## src/rtl/sram_bus_arbiter.sv

```systemverilog
// Shares one single-ported SRAM bus between the fetch port and the data port.
// Each access holds the bus for WAIT_CYCLES cycles and then acks its port for one cycle.
module sram_bus_arbiter #(
  parameter int WAIT_CYCLES = 2,
  parameter bit RR_MODE     = 1'b0
) (
  input  logic        clk,
  input  logic        rst,
  input  logic        if_req_i,
  input  logic [31:0] if_addr_i,
  output logic [31:0] if_data_o,
  output logic        if_ack_o,
  input  logic        d_req_i,
  input  logic        d_we_i,
  input  logic [3:0]  d_sel_i,
  input  logic [31:0] d_addr_i,
  input  logic [31:0] d_wdata_i,
  output logic [31:0] d_rdata_o,
  output logic        d_ack_o,
  output logic        mem_ce_o,
  output logic        mem_we_o,
  output logic [3:0]  mem_sel_o,
  output logic [31:0] mem_addr_o,
  output logic [31:0] mem_wdata_o,
  input  logic [31:0] mem_rdata_i,
  output logic        stallreq_o
);

  typedef enum logic [1:0] {IDLE, BUSY_IF, BUSY_D} state_e;

  localparam logic [3:0] CntLoad = 4'(WAIT_CYCLES - 1);

  state_e      state_q;
  logic [3:0]  cnt_q;
  logic        lastData_q;
  logic        ifAck_q;
  logic        dAck_q;
  logic [31:0] ifData_q;
  logic [31:0] dRdata_q;
  logic        ce_q;
  logic        we_q;
  logic [3:0]  sel_q;
  logic [31:0] addr_q;
  logic [31:0] wdata_q;
  logic        grantD;
  logic        grantIf;

  // With both ports requesting, round-robin hands the bus to whichever port lost last time.
  always_comb begin
    grantD  = 1'b0;
    grantIf = 1'b0;
    if (d_req_i && if_req_i) begin
      if (RR_MODE && lastData_q) grantIf = 1'b1;
      else                       grantD  = 1'b1;
    end else if (d_req_i) begin
      grantD = 1'b1;
    end else if (if_req_i) begin
      grantIf = 1'b1;
    end
  end

  always_ff @(posedge clk or negedge rst) begin
    if (!rst) begin
      state_q    <= IDLE;
      cnt_q      <= 4'd0;
      lastData_q <= 1'b1;
      ifAck_q    <= 1'b0;
      dAck_q     <= 1'b0;
      ifData_q   <= 32'd0;
      dRdata_q   <= 32'd0;
      ce_q       <= 1'b0;
      we_q       <= 1'b0;
      sel_q      <= 4'd0;
      addr_q     <= 32'd0;
      wdata_q    <= 32'd0;
    end else begin
      ifAck_q <= 1'b0;
      dAck_q  <= 1'b0;
      case (state_q)
        IDLE: begin
          if (grantD) begin
            state_q    <= BUSY_D;
            cnt_q      <= CntLoad;
            lastData_q <= 1'b1;
            ce_q       <= 1'b1;
            we_q       <= d_we_i;
            sel_q      <= d_sel_i;
            addr_q     <= d_addr_i;
            wdata_q    <= d_wdata_i;
          end else if (grantIf) begin
            state_q    <= BUSY_IF;
            cnt_q      <= CntLoad;
            lastData_q <= 1'b0;
            ce_q       <= 1'b1;
            we_q       <= 1'b0;
            sel_q      <= 4'hF;
            addr_q     <= if_addr_i;
          end
        end
        BUSY_IF: begin
          if (cnt_q == 4'd0) begin
            state_q  <= IDLE;
            ce_q     <= 1'b0;
            ifData_q <= mem_rdata_i;
            ifAck_q  <= 1'b1;
          end else begin
            cnt_q <= cnt_q - 4'd1;
          end
        end
        BUSY_D: begin
          if (cnt_q == 4'd0) begin
            state_q <= IDLE;
            ce_q    <= 1'b0;
            we_q    <= 1'b0;
            dAck_q  <= 1'b1;
            if (!we_q) dRdata_q <= mem_rdata_i;
          end else begin
            cnt_q <= cnt_q - 4'd1;
          end
        end
        default: state_q <= IDLE;
      endcase
    end
  end

  assign if_data_o   = ifData_q;
  assign if_ack_o    = ifAck_q;
  assign d_rdata_o   = dRdata_q;
  assign d_ack_o     = dAck_q;
  assign mem_ce_o    = ce_q;
  assign mem_we_o    = we_q;
  assign mem_sel_o   = sel_q;
  assign mem_addr_o  = addr_q;
  assign mem_wdata_o = wdata_q;

  // Gated by reset so the stall request reads 0 while the block is held in reset.
  assign stallreq_o = rst & ((if_req_i & ~ifAck_q) | (d_req_i & ~dAck_q));

  assert property (@(posedge clk) (WAIT_CYCLES >= 1) && (WAIT_CYCLES <= 15));

endmodule

```

## config.mk

```make
export PLATFORM = sky130hd
export DESIGN_NAME = sram_bus_arbiter
export DESIGN_NICKNAME = d
export VERILOG_FILES = /design/src/rtl/sram_bus_arbiter.sv
export SDC_FILE = /design/constraint.sdc
export NUM_CORES = 1
export LEC_CHECK = 0
export BUFFER_PORTS_ARGS = -buffer_cell sky130_fd_sc_hd__buf_2
export CORE_ASPECT_RATIO = 1.1
export CORE_MARGIN = 8
export CORE_UTILIZATION = 47
export CTS_CLUSTER_SIZE = 25
export DETAILED_ROUTE_END_ITERATION = 10
export GPL_ROUTABILITY_DRIVEN = 0
export PLACE_DENSITY = 0.81
export SLEW_MARGIN = 20
export SYNTH_ARGS = -nofsm -noshare
export SYNTH_HDL_FRONTEND = slang
export SYNTH_SLANG_ARGS = --single-unit
```

## constraint.sdc

```tcl
create_clock -name clk -period 2.3 [get_ports clk]
set_input_delay 0.69 -clock clk [delete_from_list [all_inputs] [get_ports clk]]
set_output_delay 0.69 -clock clk [all_outputs]
set_load 0.03 [all_outputs]
```

==> impl_metrics.toml <==
[placement]
placedCellCount = 833
portBuffers = 273
dp_hpwl_um = 12100

[final_layout]
diodes = 0
fin_nets = 840
mostFrequentLayoutCell = "buf_2"
drive_gt1_share_pct = 52.3
multiInputGateArea_mm2 = 0.00209
instances_no_fill = 864
post-route-util_pct = 66.1
fill_cells = 899
mostFrequentLayoutCells = "buf_2, dfrtp_1, mux2_2, mux2_1, o21ai_0"
seqCellArea_mm2 = 0.00355
syn_to_final_growth_pct = 36.8

[route]
wl_per_cell_um = 17.9
vias = 4368
drtIter0Drc = 187
drc = 0
ant_nets = 0
drt-pass1-iter-count = 5
drt-total-wl_um = 15500
vias_per_cell = 5.06

[logic_synthesis]
async_flop_share_pct = 100
synth_edf_count = 0
synthDistinctLibCells = 37
synth-seq-cells = 142
yosysSeqAreaShare_pct = 61.1
synthCells = 418
synth_area_per_cell_um2 = 13.9
synth_area_mm2 = 0.00582
synth_ff_type = "dfrtp_1"
yosysWarnings = 0
synth_nets = 560

[sta]
setup-violations-final = 0
hold_viol_final = 0
rsz0062_at_grt = "no"
fmax_mhz = 466
fin_worst_skew_ns = 0.0104
finalCritPeriodShare_pct = 93.4
min_period_ns = 2.15
slew_headroom_pct = 40.6
slew_violations = 0
fin_setup_tns_ns = 0
worst_slew_pin_slew_ns = 0.891

[setup_path]
reg2reg_slack_ns = 0.25
reg2reg_to = "if_data_o[12]$_DFFE_PN0P_"
path_max_fanout = 3
crit_arrival_ns = 1.46
endpoint_kind = "output pin"
cp.required_ns = 1.61
timing.rr.start = "cnt_q[0]$_DFFE_PN0P_"
crit_path_start_kind = "primary input"
r2r_cells = 6
path_class = "primary input to output pin"

[clock_network]
cts_setup_buffers = 0
cts_tree = "done"
clkSlewWorstSetupHoldPaths_ns = 0.06
htree_num_levels = 4
post_cts_resized = 0
cts.sinks = 142
clock_latency_ns = 0.42
cts_buffers = 17
cts-root-buf = "clkbuf_16"
clock_path_buffers = 2
ctsHoldBuffers = 0

[power]
vdd_drop_max_v = 0.000925
p_total_mw = 13.1
combinationalPowerShare_pct = 46.2
switching_power_mw = 5.71
p_per_area_mw_per_mm2 = 1650
swShare_pct = 43.5
power_frac_seq_pct = 33.3
p_int_mw = 7.42
clockPowerShare_pct = 20.5
p_leak_nw = 4.04

[die]
die_h_um = 133
die_area_mm2 = 0.0162
die_x_um = 122
ios = 274
core_area_mm2 = 0.0120
initial_utilization_pct = 48.3
rows = 42

[run_status]
status = "finished, final reports clean"

[grt]
grt.total_usage_pct = 19.2
grt_start_max_net_pins = 74
grt_pass1_vias = 4797
grt_pass1_wl_um = 24200
grt_overflow_total = 0
antenna_found_initial = 0

[worst_hold_path]
hp-class = "primary input to asynchronous set/reset pin"

[run]
max-cap-violations = 0
stage by stage:
step	cell area, µm²	setup WS, ns	hold slack (ns)
2_1_floorplan	5820	0.291	0.394
3_3_place_gp	7370	0.113	0.457
3_5_place_dp	7370	0.118	0.466
4_1_cts	7960	0.118	0.467
5_1_grt	7960	0.0773	0.467
6_report	7960	0.153	0.477
cell families (layout without fill, tap and decap cells):
group	Yosys count	in the layout	share of synthesized area [%]
buffers and inverters	30	322	3.08
muxes	128	128	24.1
DFF	142	142	61.1
AOI/OAI and AO/OA	55	55	5.44
adders and majority gates	5	5	1.08
and+or+nand+nor	58	58	5.21
flip-flops by register name, summed over array words and instances, names as in the netlist:
register	flops
d_ack_o	1
mem_sel_o	4
if_ack_o	1
cnt_q	4
state_q	2
mem_addr_o	32
d_rdata_o	32
if_data_o	32
mem_wdata_o	32
mem_we_o	1
mem_ce_o	1
routing by layer:
layer  vias to the layer above  part of all wire [%]  routed length, µm  track usage, %
li1                       2039                     -                  -               -
met1                      2108                    37               5780            20.4
met2                       201                    50               7810            32.6
met3                        20                    11               1720            8.85
met4                         0                   1.3                197            6.58
met5                         -                     0                  0               0
Yosys cell counts, types with 2 or more instances:
library cell	count	share of area [%]
ha_1	5	1.1
nand3b_1	2	0.26
o21a_1	2	0.26
clkbuf_1	7	0.45
mux2i_1	32	5.5
inv_1	7	0.45
nand2_1	35	2.3
mux2_2	50	9.7
mux2_1	46	8.9
buf_2	8	0.69
o21ai_0	38	3.3
nand3_1	4	0.34
and2_1	3	0.32
o22ai_1	2	0.22
a21oi_1	3	0.26
nor2_1	3	0.19
o22a_1	4	0.60
dfrtp_1	142	61
buf_6	7	1.4
power by group through the flow:
stage / Clock [mW] / Combinational (mW) / Sequential [mW]
4_1_cts: 2.74 / 6.16 / 4.38
3_3_place_gp: 0 / 6.01 / 4.34
3_5_place_dp: 0 / 6.16 / 4.40
2_1_floorplan: 0 / 1.75 / 6.73
5_1_grt: 2.86 / 6.43 / 4.54
6_report: 2.68 / 6.07 / 4.37
how the worst max path moves through the flow:
| stage | startpoint | endpoint | slack (ns) |
|---|---|---|---|
| floorplan | d_req_i | stallreq_o | 0.29 |
| global placement | if_req_i | stallreq_o | 0.11 |
| detailed placement | if_req_i | stallreq_o | 0.12 |
| CTS | if_req_i | stallreq_o | 0.12 |
| global route | if_req_i | stallreq_o | 0.08 |
| finish | if_req_i | stallreq_o | 0.15 |
layout make-up:
cell class / count / area share [%]
repair buffers: 284 / 18.9
well taps: 154 / 2.42
clock inverters: 10 / 1.42
flip-flops and latches: 142 / 44.7
multi-input cells: 246 / 26.3
inverters: 7 / 0.330
clock buffers: 21 / 5.91
critical path: stages:
cell     delay (ns)
buf_2          0.11
inv_1          0.06
o22ai_1        0.23
and2_1         0.17
buf_2          0.20
Note: power is estimated with default switching activity, not from simulation.
